### src/rtl/disp_share_sched.sv
// Round-robin time-share scheduler for the shared 8-digit seven-segment display.
// Grants one requesting source at a time, rotating every DWELL ticks, with manual advance and hold.
module disp_share_sched #(
    parameter int N     = 4,
    parameter int DWELL = 2,
    parameter int SW    = $clog2(N)
) (
    input  logic          clk,
    input  logic          rst,
    input  logic          tick,
    input  logic [N-1:0]  req,
    input  logic          btn_next,
    input  logic          hold,
    output logic [SW-1:0] sel,
    output logic [N-1:0]  gnt,
    output logic          blank,
    output logic          switched
);

    typedef enum logic [1:0] {
        IDLE = 2'd0,
        SHOW = 2'd1,
        HOLD = 2'd2
    } state_t;

    state_t        state_q, state_d, adv_state;
    logic [SW-1:0] last_q, last_d, sel_d;
    logic [7:0]    dwell_q, dwell_d;
    logic [N-1:0]  gnt_d;
    logic          blank_d, switched_d;

    logic          cand_found, do_adv, expire;
    logic [SW-1:0] cand_idx, scan_idx;

    assign expire = (dwell_q == 8'(DWELL - 1));

    // Scan from last+1 with wrap; the showing source is skipped so it only
    // survives an advance when it is the sole requester.
    always_comb begin
        // NOTE: every variable gets a default before the loop/case so no latch is inferred.
        cand_found = 1'b0;
        cand_idx   = sel;
        scan_idx   = '0;
        for (int k = 1; k <= N; k++) begin
            scan_idx = SW'((int'(last_q) + k) % N);
            if (!cand_found && req[scan_idx] && (state_q == IDLE || scan_idx != sel)) begin
                cand_found = 1'b1;
                cand_idx   = scan_idx;
            end
        end
    end

    always_comb begin
        state_d    = state_q;
        sel_d      = sel;
        last_d     = last_q;
        dwell_d    = dwell_q;
        switched_d = 1'b0;
        do_adv     = 1'b0;
        adv_state  = SHOW;

        case (state_q)
            IDLE: begin
                if (|req) begin
                    state_d    = SHOW;
                    sel_d      = cand_idx;
                    last_d     = cand_idx;
                    dwell_d    = '0;
                    switched_d = 1'b1;
                end
            end
            SHOW: begin
                if (hold && req[sel]) begin
                    state_d = HOLD;
                end else if (hold || btn_next || !req[sel] || (tick && expire)) begin
                    do_adv    = 1'b1;
                    adv_state = hold ? HOLD : SHOW;
                end else if (tick) begin
                    dwell_d = dwell_q + 8'd1;
                end
            end
            HOLD: begin
                if (!req[sel]) begin
                    do_adv    = 1'b1;
                    adv_state = hold ? HOLD : SHOW;
                end else if (!hold) begin
                    state_d = SHOW;
                    dwell_d = '0;
                end
            end
            default: state_d = IDLE;
        endcase

        // One advance per cycle no matter how many triggers coincide.
        if (do_adv) begin
            dwell_d = '0;
            if (cand_found) begin
                state_d    = adv_state;
                sel_d      = cand_idx;
                last_d     = cand_idx;
                switched_d = 1'b1;
            end else if (req[sel]) begin
                state_d = adv_state;
            end else begin
                state_d    = IDLE;
                switched_d = 1'b1;
            end
        end

        blank_d = (state_d == IDLE);
        gnt_d   = blank_d ? '0 : ({{(N-1){1'b0}}, 1'b1} << sel_d);
    end

    // NOTE: sequential state uses non-blocking assignments so all registers update together.
    always_ff @(posedge clk) begin
        if (rst) begin
            state_q  <= IDLE;
            sel      <= '0;
            gnt      <= '0;
            blank    <= 1'b1;
            switched <= 1'b0;
            dwell_q  <= '0;
            last_q   <= SW'(N - 1);
        end else begin
            state_q  <= state_d;
            sel      <= sel_d;
            gnt      <= gnt_d;
            blank    <= blank_d;
            switched <= switched_d;
            dwell_q  <= dwell_d;
            last_q   <= last_d;
        end
    end

endmodule

### config.mk
export PLATFORM = sky130hd
export DESIGN_NAME = disp_share_sched
export DESIGN_NICKNAME = d
export VERILOG_FILES = /design/src/rtl/disp_share_sched.sv
export SDC_FILE = /design/constraint.sdc
export NUM_CORES = 1
export LEC_CHECK = 0
export ABC_CLOCK_PERIOD_IN_PS = 6000
export BUFFER_PORTS_ARGS = -buffer_cell sky130_fd_sc_hd__buf_2
export CORE_ASPECT_RATIO = 0.75
export CORE_MARGIN = 4
export CORE_UTILIZATION = 55
export CTS_CLUSTER_SIZE = 25
export DETAILED_ROUTE_END_ITERATION = 6
export GPL_ROUTABILITY_DRIVEN = 0
export MAX_ROUTING_LAYER = met4
export PLACE_DENSITY = 0.75
export RECOVER_POWER = 50
export SLEW_MARGIN = 40
export SYNTH_ARGS = -nofsm -noshare
export SYNTH_HDL_FRONTEND = slang
export SYNTH_SLANG_ARGS = --single-unit
export TNS_END_PERCENT = 50
### constraint.sdc
create_clock -name clk -period 6 [get_ports clk]
set_clock_uncertainty 0.15 [all_clocks]
set_input_delay 0.9 -clock clk [delete_from_list [all_inputs] [get_ports clk]]
set_output_delay 0.9 -clock clk [all_outputs]
set_load 0.005 [all_outputs]
==> results of run 1 <==
logic make-up (layout without fill, tap and decap cells):
family          count (synthesis)  after routing  share of synthesized area
flops                          20             20                      0.242
buf+inv                        24             33                     0.0931
mux                            13             13                      0.106
compound gates                 48             48                      0.239
simple gates                   61             61                      0.206
fa+ha+maj                       6              6                     0.0454
xor+xnor                       12             12                     0.0681
power by group:
part / switching [mW] / total (mW) / internal [mW]
clock network: 0.0422 / 0.101 / 0.0583
logic: 0.253 / 0.468 / 0.215
registers: 0.0625 / 0.226 / 0.164
total: 0.358 / 0.795 / 0.437
registers in the layout (all words and copies together), names as in the netlist:
| name | count |
|---|---|
| state_q | 2 |
| sel | 2 |
| dwell_q | 8 |
| last_q | 2 |
| switched | 1 |
| blank | 1 |
| gnt | 4 |
stage by stage:
stage | utilization | hold WS (ns) | cells
after global routing | 0.623 | 0.382 | 229
after detailed placement | 0.613 | 0.338 | 225
after global placement | 0.610 | 0.329 | 225
after CTS | 0.633 | 0.348 | 229
final | 0.623 | 0.347 | 229
after floorplan | - | 0.305 | 184
cell usage in the layout, fill, tap and decap left out, drive strengths merged, types with 4 or more instances in the layout:
cell type and count:
a211oi 4, a21oi 8, buf 8, clkbuf 12, dfxtp 20, ha 6
inv 13, mux2i 7, nand2 10, nor2 17, nor3 4, nor3b 4
o21ai 5, or3 4, xnor2 5, xor2 7
worst max-delay path, cell delays in order:
cell	delay (ns)
clkbuf_1	0.28
mux4_2	0.38
o2111ai_1	0.12
a2111oi_0	1.48
and4_1	0.42
nand3_1	0.12
xor2_1	0.20
nor2_1	0.06
metal layers:
layer | share of wire | track usage | up-vias
li1 | - | - | 701
met1 | 0.49 | 0.286 | 662
met2 | 0.39 | 0.267 | 59
met3 | 0.099 | 0.0598 | 6
met4 | 0.012 | 0.0402 | 0
met5 | 0 | - | -
worst min path at each step:
stage                              end  slack (ns)  cells after the start               startpoint
2_1_floorplan  dwell_q[3]$_SDFFE_PP0P_        0.30                      2  dwell_q[3]$_SDFFE_PP0P_
3_3_place_gp   dwell_q[3]$_SDFFE_PP0P_        0.33                      2  dwell_q[3]$_SDFFE_PP0P_
3_5_place_dp   dwell_q[3]$_SDFFE_PP0P_        0.34                      2  dwell_q[3]$_SDFFE_PP0P_
4_1_cts        dwell_q[3]$_SDFFE_PP0P_        0.35                      2  dwell_q[3]$_SDFFE_PP0P_
5_1_grt        dwell_q[3]$_SDFFE_PP0P_        0.38                      2  dwell_q[3]$_SDFFE_PP0P_
6_report       dwell_q[3]$_SDFFE_PP0P_        0.35                      2  dwell_q[3]$_SDFFE_PP0P_
final cells by class:
cell class	count	area share
inverter	13	0.0286
tap	36	0.0264
sequential	20	0.235
timing repair buffer	16	0.0410
clock buffer	4	0.0322
multi-input combinational	140	0.637
==> key figures, run 1 <==
Status
  – Outcome: finished, violations left
  – Failing checks: capacitance limit, slew limit

STA
  – Slew HR: -0.206
  – Setup TNS: 0 ns
  – Final Worst Setup Slack: 2.02 ns
  – Worst-Margin Slew: around 1.8 ns
  – Min Clock Period, post-route: 3.98 ns
  – RSZ-0062 raised after global routing: no
  – Fmax: between 0.2 and 0.3 GHz
  – Final hold violation count: 0
  – Final Max Tran Viols: 8
  – Final-report setup violation count: 0
  – Tcrit/Tclk final: 0.663

Cells and area
  – Sequential cell area: 402 um^2
  – Ant. Diodes: 0
  – Filler instances: 232
  – Footprint of the multi-input gates: around 1100 um^2
  – Nets: 209
  – Share of post-route cells with drive strength above 1: 0.181
  – Area delta synth->final: 3.33%
  – Post-route cell area: 1710 um^2

Global route
  – Grt ovf: 0
  – First-pass GRT wire length: 6290 um
  – Vias in the first global route: 1375
  – Initial antenna violation count: 0
  – GR Util All Layers: 0.197
  – Largest net degree at the start of global routing: 23

Clock tree
  – Inserted Clock Buffers: 3
  – Root Buffer Master: clkbuf_8
  – Clock sink count: 20
  – Cts hold-fix bufs: 0
  – Clock Path Buffers: 2
  – CTS clk-pin slew, worst paths: 0.07 ns
  – H-tree depth: 1
  – TritonCTS clock tree: built
  – Setup repair bufs after CTS: 0
  – Post-cts sizing count: 0
  – Clock insertion delay at the later pin of the skew report: 0.25 ns

Setup path
  – Critical Path End: dwell_q[7]$_SDFFE_PP0P_
  – Worst r2r dst: dwell_q[7]$_SDFFE_PP0P_
  – Setup CP Type: in -> reg
  – R2R depth: 7
  – WP data arrival: a little under 4 ns
  – CP Max Fanout: 10
  – Critical R2R Launch: sel[0]$_SDFF_PP0_
  – Critical Path Start: req[3]
  – Startpoint types: input pin
  – Nature of the critical path endpoint: flop
  – R2R Setup Slk: 2.35 ns
  – Required @ worst endpoint: slightly below 6 ns

Synth
  – Mapped Area: roughly 1700 um^2
  – Post-synth EDFFs: 0
  – Post-Synthesis Cells: 184
  – Post-synth top cells: dfxtp_1, nor2_1, inv_1
  – Largest cells by area after synthesis: dfxtp_1, ha_1, mux2i_1
  – Most numerous cell in the Yosys netlist: dfxtp_1
  – Yosys top cell area share: 0.242
  – Area leader, netlist: dfxtp_1
  – Post-Syn Nets: ~200
  – Avg Cell Area, Syn: 8.98 um^2
  – Seq/Total Area, Yosys: 0.242
  – Ys Warns: 0
  – Asr flop ratio synth: 0
  – Synth Register Bits: 20
  – Primary FF master, synth: dfxtp_1
  – Unique masters post-synth: 62

Power
  – Tot Pwr: 0.795 mW
  – Leak pwr: roughly 0.67 nW
  – Max rail drop VDD: 0.270 mV
  – Power Density: 466 nW/um^2

Floorplan
  – Die X-Extent: 71.3 um
  – Rows: 16
  – IO Pins: 17
  – Core Area: between 2000 and 3000 um^2
  – Die area: 3960 um^2
  – Die Y: 55.5 um
  – Initial Util: 0.603

Drt
  – Drt total wl: 3610 um
  – Vias per cell: 6.24
  – First-iteration detailed-routing DRC count: 204
  – Remaining antenna violation count: 0
  – Vias: 1428
  – Detailed Routing Iterations Pass 1: 4
  – DRC viols: 0
  – Post-DR wirelength/cell: 15.8 um

Placed design
  – Buffers added on ports: 16
  – Setup WS pre-CTS: 2.68 ns
  – Post-DP Area: between 1500 and 2000 um^2
  – DPL Wire Length: 2790 um

Worst hold path
  – Hold WC Path Type: reg -> reg

Run
  – # Max-Cap Violations: 1
(Power assumes the default switching activity.)
==> inputs of run 2 (changes only) <==
Settings changed: ABC_AREA set to 1, ABC_CLOCK_PERIOD_IN_PS 6000 to 3700.
Clock period 6 ns to 3.7 ns, I/O delays scaled along.
==> run 2 against run 1 <==
The flow now finishes without violations. Register-to-register slack got worse by 1.3 ns. Sequential share of layout area decreased by 1.6 points. Synthesized area is 0.98% higher. Worst hold slack better by 0.0094 ns. First-iteration DRC count down 60%. Critical path depth is 7 higher. Global-route usage decreased by 0.076 points. Non-clock buffer count unchanged. Total power is 87% higher. Largest power group unchanged.
==> key figures, run 2 <==
Setup path
  – Critical Path End: gnt[2]$_SDFF_PP0_
  – CP Max Fanout: 9
  – Required @ worst endpoint: 3.70 ns
  – Startpoint types: flop
  – Critical R2R Launch: sel[0]$_SDFF_PP0_
  – WP data arrival: 2.66 ns
  – Setup CP Type: reg -> reg
  – Nature of the critical path endpoint: flop
  – Critical Path Start: sel[0]$_SDFF_PP0_
  – R2R Setup Slk: 1.04 ns
  – R2R depth: 15
  – Worst r2r dst: gnt[2]$_SDFF_PP0_

Clock tree
  – Post-cts sizing count: 0
  – Clock sink count: 20
  – H-tree depth: 1
  – TritonCTS clock tree: built
  – Clock Path Buffers: 2
  – Setup repair bufs after CTS: 0
  – Inserted Clock Buffers: 3
  – CTS clk-pin slew, worst paths: 0.08 ns
  – Root Buffer Master: clkbuf_8
  – Cts hold-fix bufs: 0
  – Clock insertion delay at the later pin of the skew report: 0.26 ns

Cells and area
  – Commonest non-fill, non-tap cell in the layout: nand2_1
  – Most frequent cells in the layout: nand2_1, inv_1, nand3_1, nor2_1, dfxtp_1
  – Max FFs per register: 8
  – Area delta synth->final: 9.30%
  – Nets: 303
  – Ant. Diodes: 0
  – Biggest regs: dwell_q: 8 flops, gnt: 4 flops
  – Largest reg by FF count: dwell_q
  – Share of post-route cells with drive strength above 1: 0.167

Power
  – Max rail drop VDD: 0.298 mV
  – Leak pwr: 0.946 nW
  – Tot Pwr: 1.49 mW
  – Power Density: 816 nW/um^2

Floorplan
  – Die X-Extent: 71.6 um
  – Die area: 3990 um^2
  – IO Pins: 17
  – Core Area: 2910 um^2
  – Initial Util: 0.573
  – Rows: 17
  – Die Y: 55.7 um

Synth
  – Seq/Total Area, Yosys: 0.240
  – Unique masters post-synth: 29
  – Synth Register Bits: 20
  – Mapped Area: 1670 um^2
  – Largest cells by area after synthesis: dfxtp_1, nand2_1, nand3_1
  – Area leader, netlist: dfxtp_1
  – Post-Synthesis Cells: between 200 and 300
  – Avg Cell Area, Syn: between 6 and 7 um^2
  – Yosys top cell area share: 0.240
  – Post-synth top cells: nand2_1, inv_1, nand3_1
  – Ys Warns: 0
  – Most numerous cell in the Yosys netlist: nand2_1
  – Post-synth EDFFs: 0
  – Primary FF master, synth: dfxtp_1
  – Post-Syn Nets: 286
  – Asr flop ratio synth: 0

Drt
  – Vias: 1636
  – Post-DR wirelength/cell: ~11 um
  – Detailed Routing Iterations Pass 1: 4
  – First-iteration detailed-routing DRC count: between 80 and 90
  – Vias per cell: 5.03
  – Remaining antenna violation count: 0
  – Drt total wl: 3680 um
  – DRC viols: 0

STA
  – Final-report setup violation count: 0
  – Final Max Tran Viols: 0
  – Min Clock Period, post-route: approximately 2.7 ns
  – Worst-Margin Slew: 0.490 ns
  – RSZ-0062 raised after global routing: no
  – Fmax: between 0.3 and 0.4 GHz
  – Final Worst Setup Slack: 1.04 ns
  – Slew HR: 0.673
  – Setup TNS: 0 ns
  – Final hold violation count: 0
  – Tcrit/Tclk final: 0.718

Global route
  – Largest net degree at the start of global routing: 14
  – Grt ovf: 0
  – First-pass GRT wire length: 6260 um
  – Vias in the first global route: 1361
  – Initial antenna violation count: 0
  – GR Util All Layers: 0.197

Run
  – # Max-Cap Violations: 0

Placed design
  – Buffers added on ports: 16
  – Setup WS pre-CTS: 1.43 ns
  – DPL Wire Length: ~3000 um

Worst hold path
  – Hold WC Path Type: reg -> reg

Status
  – Outcome: finished, final reports clean
run 2: cells by family (layout without fill, tap and decap cells):
logic type / count (synthesis) / after routing / share of synthesized area
fa+ha+maj: 6 / 6 / 0.0450
flops: 20 / 20 / 0.240
simple gates: 177 / 177 / 0.508
buf+inv: 41 / 57 / 0.105
xor+xnor: 5 / 5 / 0.0262
compound gates: 22 / 22 / 0.0765
run 2: worst min path at each step:
stage                              endpoint  slack [ns]                    start  depth (start not counted)
floorplan           dwell_q[6]$_SDFFE_PP0P_        0.31  dwell_q[6]$_SDFFE_PP0P_                          2
global placement    dwell_q[6]$_SDFFE_PP0P_        0.36  dwell_q[6]$_SDFFE_PP0P_                          2
detailed placement  dwell_q[6]$_SDFFE_PP0P_        0.35  dwell_q[6]$_SDFFE_PP0P_                          2
CTS                       sel[0]$_SDFF_PP0_        0.35                      rst                          2
global route              sel[0]$_SDFF_PP0_        0.37                      rst                          2
finish              dwell_q[7]$_SDFFE_PP0P_        0.36  dwell_q[7]$_SDFFE_PP0P_                          2
run 2: stage by stage:
| step | instance area, um^2 | hold slack, ns | util | std cells |
|---|---|---|---|---|
| final | 1820 | 0.357 | 0.626 | 325 |
| after global routing | 1820 | 0.372 | 0.626 | 325 |
| after CTS | 1840 | 0.354 | 0.630 | 325 |
| after detailed placement | 1770 | 0.346 | 0.606 | 321 |
| after global placement | 1770 | 0.363 | 0.606 | 321 |
| after floorplan | 1670 | 0.309 | - | 271 |
run 2: critical path, cell delays in order, from the launching register on:
cell	delay [ns]
dfxtp_1	0.59
clkinvlp_2	0.39
nand2_1	0.16
nand2_1	0.06
nand2_1	0.05
nand2_1	0.09
nand3_1	0.12
nand3_1	0.07
nand2_1	0.09
nand2_1	0.08
inv_1	0.13
nand2_4	0.05
nand2_1	0.20
inv_2	0.07
o21ai_1	0.17
nor2_1	0.07
run 2: layout make-up:
type	instances	area (um^2)
timing repair buffer	16	78.8
tap	38	47.5
multi-input combinational	210	1080
inverter	37	143
clock buffer	3	41.3
clock inverter	1	30.0
sequential	20	400
fill	282	1090
run 2: per-layer routing:
| metal | track usage | share of wire | vias up |
|---|---|---|---|
| met5 | - | 0 | - |
| met4 | 0.0241 | 0.0046 | 0 |
| met3 | 0.0469 | 0.071 | 4 |
| met2 | 0.253 | 0.38 | 46 |
| met1 | 0.311 | 0.54 | 707 |
| li1 | - | - | 879 |
run 2: where the power goes:
part	switching [mW]	internal [mW]
Sequential	0.0744	0.270
Clock	0.0789	0.145
Combinational	0.609	0.313
Total	0.762	0.727
